==> config.mk <==
export PLATFORM = sky130hd
export DESIGN_NAME = mem_arbiter_flat
export DESIGN_NICKNAME = d
export VERILOG_FILES = /design/src/rtl/mem_arb_pkg.sv /design/src/rtl/mem_arbiter_if.sv /design/src/rtl/arb_latency_counter.sv /design/src/rtl/mem_arbiter.sv /design/src/flat_wrapper.sv
export SDC_FILE = /design/constraint.sdc
export NUM_CORES = 1
export LEC_CHECK = 0
export CAP_MARGIN = 20
export CORE_MARGIN = 5
export CORE_UTILIZATION = 26
export CTS_BUF_LIST = sky130_fd_sc_hd__clkbuf_16
export CTS_CLUSTER_SIZE = 25
export DETAILED_ROUTE_END_ITERATION = 12
export PLACE_DENSITY_LB_ADDON = 0.08
export SLEW_MARGIN = 20
export SYNTH_ARGS = -nofsm -noshare
export SYNTH_HDL_FRONTEND = slang
export SYNTH_HIERARCHICAL = 1
export SYNTH_SLANG_ARGS = --single-unit
==> constraint.sdc <==
create_clock -name clk -period 1.9 [get_ports clk]
set_input_delay 0.285 -clock clk [delete_from_list [all_inputs] [get_ports clk]]
set_output_delay 0.285 -clock clk [all_outputs]
set_load 0.02 [all_outputs]
==> src/rtl/mem_arb_pkg.sv <==
// Shared types and default parameters for the instruction/data memory arbiter.
package mem_arb_pkg;

    localparam int unsigned WORD_SIZE    = 16;
    localparam int unsigned LATENCY      = 2;
    localparam int unsigned STARVE_LIMIT = 3;

    typedef enum logic [1:0] {
        IDLE  = 2'd0,
        I_ACC = 2'd1,
        D_ACC = 2'd2
    } arb_state_e;

endpackage

==> src/rtl/mem_arbiter_if.sv <==
// Bundle of fetch-port, data-port and shared-memory signals around the arbiter.
interface mem_arbiter_if #(
    parameter int unsigned W = mem_arb_pkg::WORD_SIZE
);
    logic         i_req;
    logic [W-1:0] i_addr;
    logic [W-1:0] i_data;
    logic         i_ready;
    logic         i_stall;

    logic         d_read;
    logic         d_write;
    logic [W-1:0] d_addr;
    logic [W-1:0] d_wdata;
    logic [W-1:0] d_rdata;
    logic         d_ready;
    logic         d_stall;

    logic         m_read;
    logic         m_write;
    logic [W-1:0] m_addr;
    logic [W-1:0] m_wdata;
    logic [W-1:0] m_rdata;

    modport slave (
        input  i_req, i_addr, d_read, d_write, d_addr, d_wdata, m_rdata,
        output i_data, i_ready, i_stall, d_rdata, d_ready, d_stall,
               m_read, m_write, m_addr, m_wdata
    );

    modport master (
        output i_req, i_addr, d_read, d_write, d_addr, d_wdata, m_rdata,
        input  i_data, i_ready, i_stall, d_rdata, d_ready, d_stall,
               m_read, m_write, m_addr, m_wdata
    );
endinterface

==> src/rtl/arb_latency_counter.sv <==
// Access-latency down-counter: loads on grant, counts down while busy, flags zero.
module arb_latency_counter #(
    parameter int unsigned W = 1
) (
    input  logic         clk,
    input  logic         reset_n,
    input  logic         load_i,
    input  logic [W-1:0] load_val_i,
    input  logic         dec_i,
    output logic         zero_o
);
    localparam logic [W-1:0] ONE = W'(1'b1);

    logic [W-1:0] cnt_q;
    logic [W-1:0] cnt_d;

    // Next count: load wins, decrement stops at zero.
    always_comb begin
        cnt_d = cnt_q;
        if (load_i) begin
            cnt_d = load_val_i;
        end else if (dec_i && (cnt_q != '0)) begin
            cnt_d = cnt_q - ONE;
        end else begin
            cnt_d = cnt_q;
        end
    end

    // Count register.
    always_ff @(posedge clk or negedge reset_n) begin
        if (!reset_n) begin
            cnt_q <= '0;
        end else begin
            cnt_q <= cnt_d;
        end
    end

    assign zero_o = (cnt_q == '0);
endmodule

==> src/rtl/mem_arbiter.sv <==
// Shared-memory arbiter: data port preferred, fetch port forced through after
// STARVE_LIMIT consecutive data grants made while it was waiting.
module mem_arbiter #(
    parameter int unsigned WORD_SIZE    = mem_arb_pkg::WORD_SIZE,
    parameter int unsigned LATENCY      = mem_arb_pkg::LATENCY,
    parameter int unsigned STARVE_LIMIT = mem_arb_pkg::STARVE_LIMIT
) (
    input  logic          clk,
    input  logic          reset_n,
    mem_arbiter_if.slave  bus,
    output logic [15:0]   conflict_cnt
);
    import mem_arb_pkg::*;

    localparam int unsigned CNT_W = (LATENCY > 1) ? $clog2(LATENCY) : 1;
    localparam int unsigned SW    = (STARVE_LIMIT > 0) ? $clog2(STARVE_LIMIT + 1) : 1;
    localparam logic [SW-1:0]    STREAK_MAX = SW'(STARVE_LIMIT);
    localparam logic [SW-1:0]    STREAK_ONE = SW'(1'b1);
    localparam logic [CNT_W-1:0] CNT_LOAD   = CNT_W'(LATENCY - 1);

    arb_state_e           state_q;
    logic [SW-1:0]        d_streak_q, d_streak_d;
    logic [15:0]          conflict_q, conflict_d;
    logic                 m_read_q, m_write_q;
    logic [WORD_SIZE-1:0] m_addr_q, m_wdata_q, i_data_q, d_rdata_q;

    logic d_req_s, starve_s, grant_d_s, grant_i_s, busy_s, cnt_zero_s;
    logic i_ready_s, d_ready_s, i_stall_s, d_stall_s;

    assign d_req_s   = bus.d_read | bus.d_write;
    assign starve_s  = (d_streak_q == STREAK_MAX) && bus.i_req;
    assign grant_d_s = (state_q == IDLE) && d_req_s && !starve_s;
    assign grant_i_s = (state_q == IDLE) && bus.i_req && !grant_d_s;
    assign busy_s    = (state_q != IDLE);
    assign i_ready_s = (state_q == I_ACC) && cnt_zero_s;
    assign d_ready_s = (state_q == D_ACC) && cnt_zero_s;
    assign i_stall_s = bus.i_req & ~i_ready_s;
    assign d_stall_s = d_req_s & ~d_ready_s;

    arb_latency_counter #(.W(CNT_W)) u_cnt (
        .clk        (clk),
        .reset_n    (reset_n),
        .load_i     (grant_d_s | grant_i_s),
        .load_val_i (CNT_LOAD),
        .dec_i      (busy_s),
        .zero_o     (cnt_zero_s)
    );

    // Streak of data grants taken while a fetch was waiting, plus conflict count.
    always_comb begin
        d_streak_d = d_streak_q;
        conflict_d = conflict_q;
        if (grant_i_s) begin
            d_streak_d = '0;
        end else if (grant_d_s && bus.i_req) begin
            d_streak_d = (d_streak_q == STREAK_MAX) ? d_streak_q : (d_streak_q + STREAK_ONE);
        end else if ((state_q == IDLE) && !bus.i_req) begin
            d_streak_d = '0;
        end else begin
            d_streak_d = d_streak_q;
        end
        if (i_stall_s && d_stall_s) begin
            conflict_d = conflict_q + 16'd1;
        end else begin
            conflict_d = conflict_q;
        end
    end

    // Arbitration FSM with registered memory command and captured read data.
    always_ff @(posedge clk or negedge reset_n) begin
        if (!reset_n) begin
            state_q    <= IDLE;
            d_streak_q <= '0;
            conflict_q <= 16'd0;
            m_read_q   <= 1'b0;
            m_write_q  <= 1'b0;
            m_addr_q   <= '0;
            m_wdata_q  <= '0;
            i_data_q   <= '0;
            d_rdata_q  <= '0;
        end else begin
            d_streak_q <= d_streak_d;
            conflict_q <= conflict_d;
            case (state_q)
                IDLE: begin
                    if (grant_d_s) begin
                        state_q   <= D_ACC;
                        m_addr_q  <= bus.d_addr;
                        m_wdata_q <= bus.d_wdata;
                        m_write_q <= bus.d_write;
                        m_read_q  <= ~bus.d_write;
                    end else if (grant_i_s) begin
                        state_q   <= I_ACC;
                        m_addr_q  <= bus.i_addr;
                        m_read_q  <= 1'b1;
                        m_write_q <= 1'b0;
                    end else begin
                        state_q   <= IDLE;
                    end
                end
                I_ACC: begin
                    if (cnt_zero_s) begin
                        state_q  <= IDLE;
                        m_read_q <= 1'b0;
                        i_data_q <= bus.m_rdata;
                    end else begin
                        state_q  <= I_ACC;
                    end
                end
                D_ACC: begin
                    if (cnt_zero_s) begin
                        state_q   <= IDLE;
                        m_read_q  <= 1'b0;
                        m_write_q <= 1'b0;
                        d_rdata_q <= bus.m_rdata;
                    end else begin
                        state_q   <= D_ACC;
                    end
                end
                default: begin
                    state_q   <= IDLE;
                    m_read_q  <= 1'b0;
                    m_write_q <= 1'b0;
                end
            endcase
        end
    end

    assign bus.m_read    = m_read_q;
    assign bus.m_write   = m_write_q;
    assign bus.m_addr    = m_addr_q;
    assign bus.m_wdata   = m_wdata_q;
    assign bus.i_ready   = i_ready_s;
    assign bus.d_ready   = d_ready_s;
    assign bus.i_stall   = i_stall_s;
    assign bus.d_stall   = d_stall_s;
    assign bus.i_data    = i_ready_s ? bus.m_rdata : i_data_q;
    assign bus.d_rdata   = d_ready_s ? bus.m_rdata : d_rdata_q;
    assign conflict_cnt  = conflict_q;
endmodule

==> src/flat_wrapper.sv <==
// flat-port wrapper written by rule: the top's interface ports become plain ports
module mem_arbiter_flat import mem_arb_pkg::*;
#(
    parameter int unsigned WORD_SIZE    = mem_arb_pkg::WORD_SIZE,
    parameter int unsigned LATENCY      = mem_arb_pkg::LATENCY,
    parameter int unsigned STARVE_LIMIT = mem_arb_pkg::STARVE_LIMIT
)
  (clk, reset_n, conflict_cnt, bus_i_req, bus_i_addr, bus_d_read, bus_d_write, bus_d_addr, bus_d_wdata, bus_m_rdata, bus_i_data, bus_i_ready, bus_i_stall, bus_d_rdata, bus_d_ready, bus_d_stall, bus_m_read, bus_m_write, bus_m_addr, bus_m_wdata);
  mem_arbiter_if #(.W(16)) bus_i ();
  input  logic clk;
  input  logic reset_n;
  output logic [15:0] conflict_cnt;
  input wire logic [$bits(bus_i.i_req)-1:0] bus_i_req;
  input wire logic [$bits(bus_i.i_addr)-1:0] bus_i_addr;
  input wire logic [$bits(bus_i.d_read)-1:0] bus_d_read;
  input wire logic [$bits(bus_i.d_write)-1:0] bus_d_write;
  input wire logic [$bits(bus_i.d_addr)-1:0] bus_d_addr;
  input wire logic [$bits(bus_i.d_wdata)-1:0] bus_d_wdata;
  input wire logic [$bits(bus_i.m_rdata)-1:0] bus_m_rdata;
  output wire logic [$bits(bus_i.i_data)-1:0] bus_i_data;
  output wire logic [$bits(bus_i.i_ready)-1:0] bus_i_ready;
  output wire logic [$bits(bus_i.i_stall)-1:0] bus_i_stall;
  output wire logic [$bits(bus_i.d_rdata)-1:0] bus_d_rdata;
  output wire logic [$bits(bus_i.d_ready)-1:0] bus_d_ready;
  output wire logic [$bits(bus_i.d_stall)-1:0] bus_d_stall;
  output wire logic [$bits(bus_i.m_read)-1:0] bus_m_read;
  output wire logic [$bits(bus_i.m_write)-1:0] bus_m_write;
  output wire logic [$bits(bus_i.m_addr)-1:0] bus_m_addr;
  output wire logic [$bits(bus_i.m_wdata)-1:0] bus_m_wdata;
  assign bus_i.i_req = bus_i_req;
  assign bus_i.i_addr = bus_i_addr;
  assign bus_i.d_read = bus_d_read;
  assign bus_i.d_write = bus_d_write;
  assign bus_i.d_addr = bus_d_addr;
  assign bus_i.d_wdata = bus_d_wdata;
  assign bus_i.m_rdata = bus_m_rdata;
  assign bus_i_data = bus_i.i_data;
  assign bus_i_ready = bus_i.i_ready;
  assign bus_i_stall = bus_i.i_stall;
  assign bus_d_rdata = bus_i.d_rdata;
  assign bus_d_ready = bus_i.d_ready;
  assign bus_d_stall = bus_i.d_stall;
  assign bus_m_read = bus_i.m_read;
  assign bus_m_write = bus_i.m_write;
  assign bus_m_addr = bus_i.m_addr;
  assign bus_m_wdata = bus_i.m_wdata;
  mem_arbiter #(.WORD_SIZE(WORD_SIZE), .LATENCY(LATENCY), .STARVE_LIMIT(STARVE_LIMIT)) u_core (.clk(clk), .reset_n(reset_n), .bus(bus_i), .conflict_cnt(conflict_cnt));
endmodule
# Word level (Yosys, flattened, before mapping)
# Cells that the tools add are included.
# Widths: inputs -> output; s select.
totals:
  ff_bits: 87
  output_inout_bits: 86
  word_cells: 78
classes:
  addsub: 3
  n_eq_ne: 7
  mux: 22
  bitwise: 9
  n_reduce_logical: 27
op_table:
  columns: ["operator", "count"]
  rows:
  - ["$mux 16", 4]
  - ["$add 16x1->16 const B", 1]
  - ["$mux 2", 6]
  - ["$reduce_and 2->1", 6]
  - ["$logic_and 1x1->1", 11]
  - ["$mux 1", 9]
  - ["$pmux 2 s3", 1]
  - ["$reduce_bool 2->1", 3]
  - ["$not 1->1", 5]
  - ["$eq 2x2->1 const B", 2]
  - ["$ne 2x2->1 const B", 2]
  - ["$logic_not 1->1", 3]
  - ["$ne 3x1->1 const B", 1]
  - ["$ne 3x2->1 const B", 1]
  - ["$pmux 1 s3", 1]
  - ["$reduce_and 3->1", 1]
  - ["$reduce_bool 3->1", 1]
  - ["$add 2x1->2 const B", 1]
  - ["$and 1x1->1", 2]
  - ["$eq 2x1->1 const B", 1]
  - ["$logic_not 2->1", 1]
  - ["$or 1x1->1", 2]
  - ["$pmux 1 s2", 1]
  - ["$reduce_or 2->1", 1]
  - ["$sub 1x1->1 const B", 1]

# Logic depth before layout (Yosys ltp)
# Gate-level depths: netlist of run 1.
depth:
  ltp_word: 9
  ltp_mapped: 8
  ltp_nobuf: 6

# Cells and area by module
# The synthesis of run 1 kept the hierarchy.
modules_own_cells:
  columns: ["mod", "n_inst", "cells_per_inst", "area_per_inst_um2", "seq_area_each_um2"]
  rows:
  - ["mem_arbiter", 1, 279, 3736.1, 2152.1]
  - ["arb_latency_counter", 1, 4, 45.0, 25.0]

# Worst setup path after synthesis of run 1
# No wires, ideal clock.
synth_path:
  path_type: "flip-flop to output port"
  from: "register u_core.state_q[0]"
  to: "output port bus_d_rdata[10]"
  arrival_time_ps: 1535
  path_slack_ps: 80
  stages_incl_launch_ff: 6
  path_buffers: 1
  cell_sequence: "dfrtp_1 inv_1 ha_1 nand2_1 buf_2 mux2_2"
synth_via:
  elab_chain_len: 3
synth_rtl:
  columns: ["item", "line", "source"]
  rows:
  - ["start: declaration", "mem_arbiter.sv:21", "arb_state_e state_q;"]
  - ["start signal: assignment", "mem_arbiter.sv:72", "state_q <= IDLE;"]
  - ["start signal: assignment", "mem_arbiter.sv:87", "state_q <= D_ACC;"]
  - ["start signal: assignment", "mem_arbiter.sv:93", "state_q <= I_ACC;"]
  - ["$eq 2x2->1", "mem_arbiter.sv:36", "assign d_ready_s = (state_q == D_ACC) && cnt_zero_s;"]
  - ["$logic_and 1x1->1", "mem_arbiter.sv:36", null]
  - ["$mux 16", "mem_arbiter.sv:138", "assign bus.d_rdata = d_ready_s ? bus.m_rdata : d_rdata_q;"]
  - ["end: declaration", "flat_wrapper.sv:23", "output wire logic [$bits(bus_i.d_rdata)-1:0] bus_d_rdata;"]
# No other way between the ends.

# Worst setup path after layout of run 1
layout_path:
  from: "register u_core.state_q[0]"
  to: "output port bus_d_rdata[0]"
# Same word-level chain as after synthesis.

==> impl_metrics.json, run 1 <==
{
  "hpwl_um": 7282,
  "period_share_pct": 107.4,
  "overflow": 0,
  "cp-end-kind": "primary output",
  "clock_power_share_pct": 15.5,
  "setup_viol": 32,
  "antenna_found_initial": 0,
  "synth_async_sr_flop_share_pct": 100.0,
  "grt_pass1_vias": 3105,
  "die_h_um": 130.6,
  "max_stage_delay_ps": 400,
  "die-width_um": 130.6,
  "yosysSeqAreaShare_pct": 57.58,
  "p_sw_mw": 4.230,
  "p_leak_nw": 3.103,
  "clock_sinks": 87,
  "clock_latency_ps": 340,
  "crit_type": "register to primary output",
  "synth_top_family_by_area": "multiplexers",
  "fmax_mhz": 490.2,
  "avgViaCountPerCell": 4.238,
  "p_int_mw": 7.669,
  "synth_fa_ha_area_share_pct": 2.316,
  "grt_busiest_layer": "met2",
  "path_cells": "inv_2 -> ha_4 -> nand2_4 -> buf_4 -> buf_12 -> mux2_4 -> buf_6",
  "drt_wl_total_um": 10560,
  "grt.total_usage_pct": 12.51,
  "coreArea_mm2": 0.01442,
  "cp-start-kind": "register",
  "finalInstanceArea_mm2": 0.006506,
  "nNetsFinal": 556,
  "critPathBufInv": 4,
  "port-buffer-count": 154,
  "drt-initial-drc-count": 58,
  "use_met2_pct": 19.39,
  "area_growth_pct": 72.07,
  "ys_warn_count": 6,
  "synthCells": 283,
  "root_buffer": "clkbuf_16",
  "synth_ff_type": "dfrtp_1",
  "wl_per_cell_um": 15.78,
  "p_sw_share_pct": 35.55,
  "synth_compound_area_share_pct": 4.567,
  "report.final.slew_viol_count": 0,
  "gr-usage-met1_pct": 16.42,
  "num_rows": 44,
  "yosys.cell_types.count": 41,
  "grt_setup_unrepaired": "yes",
  "crit_family": "buffers and inverters",
  "final_core_util_pct": 45.11,
  "instances_no_fill": 669,
  "insertedDiodeCount": 0,
  "place_inst": 636,
  "syn_avg_cell_area_um2": 13.36,
  "synthMuxAreaShare_pct": 20.68,
  "place_congestion": 0.7103,
  "synthXorXnorAreaFrac_pct": 3.475,
  "numCtsBuffers": 9,
  "cts_max_level": 3,
  "violations": "negative setup slack",
  "ios": 155,
  "status": "complete, but fails checks",
  "synth_top_cell_area_share_pct": 57.58,
  "cts_tree": "built",
  "place_area_mm2": 0.005722,
  "powerDensity_mw_per_mm2": 1829,
  "grt_use_met3_pct": 4.797,
  "postRouteAntennaNets": 0,
  "cp.required_ps": 1620,
  "grt_max_degree": 36,
  "fin_worst_skew_ps": 4.807,
  "hold_class": "input port to asynchronous set/reset pin",
  "layout_common_cells": "clkdlybuf4s50_1 (117), dfrtp_1 (86), mux2_4 (45)",
  "clkTransAtPathRegs_ps": 60,
  "vdd_ir_drop_max_mv": 0.9778,
  "synth-edff-count": 0,
  "die_area_mm2": 0.01706,
  "synth_nets": 359,
  "grt_pass1_wl_um": 16430,
  "fin_crit_ps": 2040,
  "mostFrequentLayoutCell": "clkdlybuf4s50_1",
  "cp_max_fo": 5,
  "drv_cap": 0,
  "setup_ws_ps": -139.9,
  "cts_max_path_buffers": 2,
  "firstDrtPassIters": 4,
  "synth_simple_gate_area_share_pct": 7.677,
  "p_comb_share_pct": 58.5,
  "drive_above_1_share_pct": 34.23,
  "yosys.area.top_type": "dfrtp_1",
  "crit_arrival_ps": 1750,
  "ys_seq_elements": 87,
  "drc": 0,
  "slowest_stage": "dfrtp_1",
  "hold_viol": 0,
  "ys_top_cells_by_area": "dfrtp_1 (58%), mux2_2 (11%), mux2_4 (5.2%)",
  "start_util_pct": 26.21,
  "syn_area_mm2": 0.003781,
  "vias": 2835,
  "pwr-share-seq_pct": 26.0
}
## layout make-up
cell class                      instances  area, µm²
Fill cell                            1341       7918
Sequential cell                        87       2178
Timing Repair Buffer                  198       2072
Multi-Input combinational cell        173       1678
Tap cell                              184      230.2
Clock buffer                            9      225.2
Clock inverter                          7      81.33
Inverter                               11      41.29
## sequential cells by signal, summed over array words and instances, names as in the netlist
name and flops:
u_core/i_data_q 16, u_core/bus.m_addr 16, u_core/d_rdata_q 16, u_core/bus.m_read 1, u_core/state_q 2, u_core/u_cnt/cnt_q 1, u_core/d_streak_q 2, u_core/bus.m_wdata 16
u_core/bus.m_write 1, u_core/conflict_cnt 16
## power groups by stage
stage / Combinational (mW) / Sequential [mW] / Clock (mW)
floorplan: 2.68 / 3.56 / 0
global placement: 5.89 / 3.08 / 0
detailed placement: 5.89 / 3.09 / 0
CTS: 6.99 / 3.10 / 1.92
global route: 7.44 / 3.21 / 1.99
finish: 6.96 / 3.10 / 1.85
## worst register-to-register path, delay by kind of cell, from the launching register on
kind,cells,cell delay (ps)
adder cells (fa/ha/maj),1,160
flip-flops,1,400
AO/OA/AOI/OAI,1,120
AND/OR/NAND/NOR,2,320
XOR/XNOR,1,140
buffers and inverters,4,600
## Yosys cell counts, types with 2 or more instances
cell     number
dfrtp_1      87
mux2_2       37
nand2_1      25
mux2i_1      17
o21ai_0      17
mux2_4       13
inv_1        10
xor2_1        9
ha_1          7
nor2_1        6
xnor2_1       6
nor3_1        5
buf_2         4
nand3_1       4
and2_1        3
buf_6         3
nand4_1       3
and3_1        2
buf_4         2
or2_1         2
## worst paths after layout
path,from,endpoint,slack (ps),cells after the start
setup / recovery,u_core/state_q[0],bus_d_rdata[0],-140,7
hold / removal,reset_n,u_core/bus.m_wdata[6],410,2
setup reg to reg,u_core/state_q[0],u_core/conflict_cnt[14],100,9
hold reg to reg,u_core/conflict_cnt[15],u_core/conflict_cnt[15],470,1
max in group asynchronous,reset_n,u_core/d_rdata_q[11],960,3
min in group clk,u_core/conflict_cnt[15],u_core/conflict_cnt[15],470,1
## cells by family (layout without fill, tap and decap cells)
| kind of cell | after synthesis | count (layout) |
|---|---|---|
| flip-flops | 87 | 87 |
| multiplexers | 67 | 67 |
| AND/OR/NAND/NOR | 56 | 56 |
| AO/OA/AOI/OAI | 27 | 27 |
| buffers and inverters | 23 | 225 |
| XOR/XNOR | 15 | 15 |
| adder cells (fa/ha/maj) | 7 | 7 |
| other | 1 | 1 |
## stage by stage
stage                     setup TNS, ps  setup slack [ps]  hold WS (ps)  total power, mW
after global routing              -6194            -211.5         449.4            12.64
after detailed placement          -7301            -278.8         244.7            8.985
after global placement            -6594            -237.7         243.4            8.970
final                             -3788            -139.9         408.7            11.90
after CTS                         -4068            -145.2         421.7            12.01
after floorplan                       0             79.55        -10.59            6.243
## layer usage
| layer | routed length [µm] | up-vias |
|---|---|---|
| li1 | - | 1365 |
| met1 | 4655 | 1371 |
| met2 | 5038 | 92 |
| met3 | 743 | 7 |
| met4 | 119 | 0 |
| met5 | 0 | - |
## repair_timing
action	4_1_cts	5_1_grt
hold endpoints to repair	25	0
setup buffers	11	1
resized for setup	265	18
pin swaps	4	1
hold buffers	1	0
setup endpoints to repair	36	78
gates cloned	4	1
(Power assumes the default switching activity.)
==> run 2: changes to the inputs <==
ABC_AREA = 0   (was not set)
CTS_CLUSTER_DIAMETER = 30   (was not set)
MAX_ROUTING_LAYER = met4   (was not set)
==> run 2 against run 1 <==
  * The run still ends with negative setup slack left
  * Non-clock buffer count unchanged
  * Cell area unchanged
  * Die area unchanged
  * Final cell count unchanged
  * Sequential power about the same
  * Power about the same
  * Count of clock-buffer cells in the layout unchanged
  * Critical endpoint unchanged
  * Critical path depth unchanged
  * Sequential share of layout area unchanged
  * First-iteration DRC count down 10%
  * Global-route usage up 0.36 points
==> impl_metrics.json, run 2 (synthesis gave the netlist of run 1 again) <==
{
  "place_congestion": 0.7183,
  "die_area_mm2": 0.01706,
  "p_sw_share_pct": 35.56,
  "clkTransAtPathRegs_ps": 60,
  "clock_sinks": 87,
  "numCtsBuffers": 9,
  "cts_tree": "built",
  "ios": 155,
  "clock_power_share_pct": 15.5,
  "setup_viol": 32,
  "violations": "negative setup slack",
  "cp_max_fo": 5,
  "overflow": 0,
  "place_inst": 636,
  "drive_above_1_share_pct": 34.23,
  "drt_wl_total_um": 10560,
  "firstDrtPassIters": 4,
  "post-place-ws_ps": -278.8,
  "instances_no_fill": 669,
  "total_power_mw": 11.90,
  "vias": 2841,
  "crit_arrival_ps": 1760,
  "status": "complete, but fails checks",
  "hold_class": "input port to asynchronous set/reset pin",
  "layout_common_cells": "clkdlybuf4s50_1 (117), dfrtp_1 (86), mux2_4 (45)",
  "p_int_mw": 7.669,
  "nNetsFinal": 556,
  "p_comb_share_pct": 58.5,
  "pwr-share-seq_pct": 26.0,
  "die_h_um": 130.6,
  "area_growth_pct": 72.07,
  "vdd_ir_drop_max_mv": 0.9787,
  "drt-initial-drc-count": 52,
  "mostFrequentLayoutCell": "clkdlybuf4s50_1",
  "die-width_um": 130.6,
  "fin_crit_ps": 2041,
  "fin_worst_skew_ps": 4.617,
  "grt_setup_unrepaired": "yes",
  "cp-start-kind": "register",
  "drc": 0,
  "final_core_util_pct": 45.11,
  "drv_cap": 0,
  "setup_ws_ps": -141.5,
  "report.final.slew_viol_count": 0,
  "crit_type": "register to primary output",
  "insertedDiodeCount": 0,
  "port-buffer-count": 154,
  "p_sw_mw": 4.233,
  "cp-end-kind": "primary output",
  "clock_latency_ps": 340,
  "antenna_found_initial": 0,
  "coreArea_mm2": 0.01442,
  "cp.required_ps": 1620,
  "avgViaCountPerCell": 4.247,
  "fmax_mhz": 489.8,
  "grt_pass1_wl_um": 16380,
  "wl_per_cell_um": 15.78,
  "hpwl_um": 7282,
  "grt.total_usage_pct": 12.87,
  "powerDensity_mw_per_mm2": 1829,
  "cts_max_path_buffers": 2,
  "finalHoldWorstSlack_ps": 409.2,
  "postRouteAntennaNets": 0,
  "hold_viol": 0,
  "p_leak_nw": 3.103,
  "start_util_pct": 26.21,
  "num_rows": 44,
  "grt_max_degree": 36,
  "period_share_pct": 107.4,
  "root_buffer": "clkbuf_16",
  "grt_pass1_vias": 3114,
  "cts_max_level": 3
}
run 2: power by group through the flow:
stage          Clock, mW  Sequential, mW  Combinational (mW)
3_3_place_gp           0            3.08                5.89
4_1_cts             1.92            3.10                6.99
6_report            1.85            3.10                6.96
5_1_grt             1.99            3.21                7.44
2_1_floorplan          0            3.56                2.68
3_5_place_dp           0            3.09                5.89
run 2: final cells by class:
type | count | area (µm²)
Clock buffer | 9 | 225.2
Clock inverter | 7 | 81.33
Fill cell | 1341 | 7918
Inverter | 11 | 41.29
Multi-Input combinational cell | 173 | 1678
Sequential cell | 87 | 2178
Tap cell | 184 | 230.2
Timing Repair Buffer | 198 | 2072
run 2: path summary, 6_finish.rpt:
kind | start | to | slack [ps] | cells after the start
worst max-delay path | u_core/state_q[0] | bus_d_rdata[0] | -140 | 7
worst min-delay path | reset_n | u_core/bus.m_wdata[6] | 410 | 2
max in group asynchronous | reset_n | u_core/d_rdata_q[11] | 960 | 3
min in group clk | u_core/conflict_cnt[15] | u_core/conflict_cnt[15] | 470 | 1
worst max register to register | u_core/state_q[0] | u_core/conflict_cnt[14] | 100 | 9
worst min register to register | u_core/conflict_cnt[15] | u_core/conflict_cnt[15] | 470 | 1
run 2: critical path: stages, from the launching register on:
cell     delay (ps)
dfrtp_1         400
inv_2            90
ha_4            150
nand2_4          60
buf_4           140
buf_12          130
mux2_4          310
buf_6           130
run 2: metrics by stage:
step / area (µm²) / TNS (ps)
after floorplan: 3781 / 0
after global placement: 5722 / -6594
after detailed placement: 5722 / -7301
after CTS: 6440 / -4068
after global routing: 6506 / -6192
final: 6506 / -3793
run 2: metal layers:
metal / wire length, µm / vias to the layer above / track usage [%]
met5: 0 / - / -
met4: 119 / 0 / 3.448
met3: 639 / 7 / 4.146
met2: 5036 / 92 / 19.39
met1: 4761 / 1377 / 16.77
li1: - / 1365 / -
run 2: timing repair:
action,4_1_cts,5_1_grt
setup buffers,11,1
pin swaps,4,1
endpoints found under the hold margin,25,0
endpoints found under the setup margin,36,78
resized for setup,265,18
hold buffers,1,0
cloned,4,1
==> run 3: changes to the inputs <==
ABC_AREA = not set   (was 0)
GPL_ROUTABILITY_DRIVEN = 0   (was not set)
==> results of run 3 <==
Same layout as run 2: the final DEF is identical, and so are final timing and power.
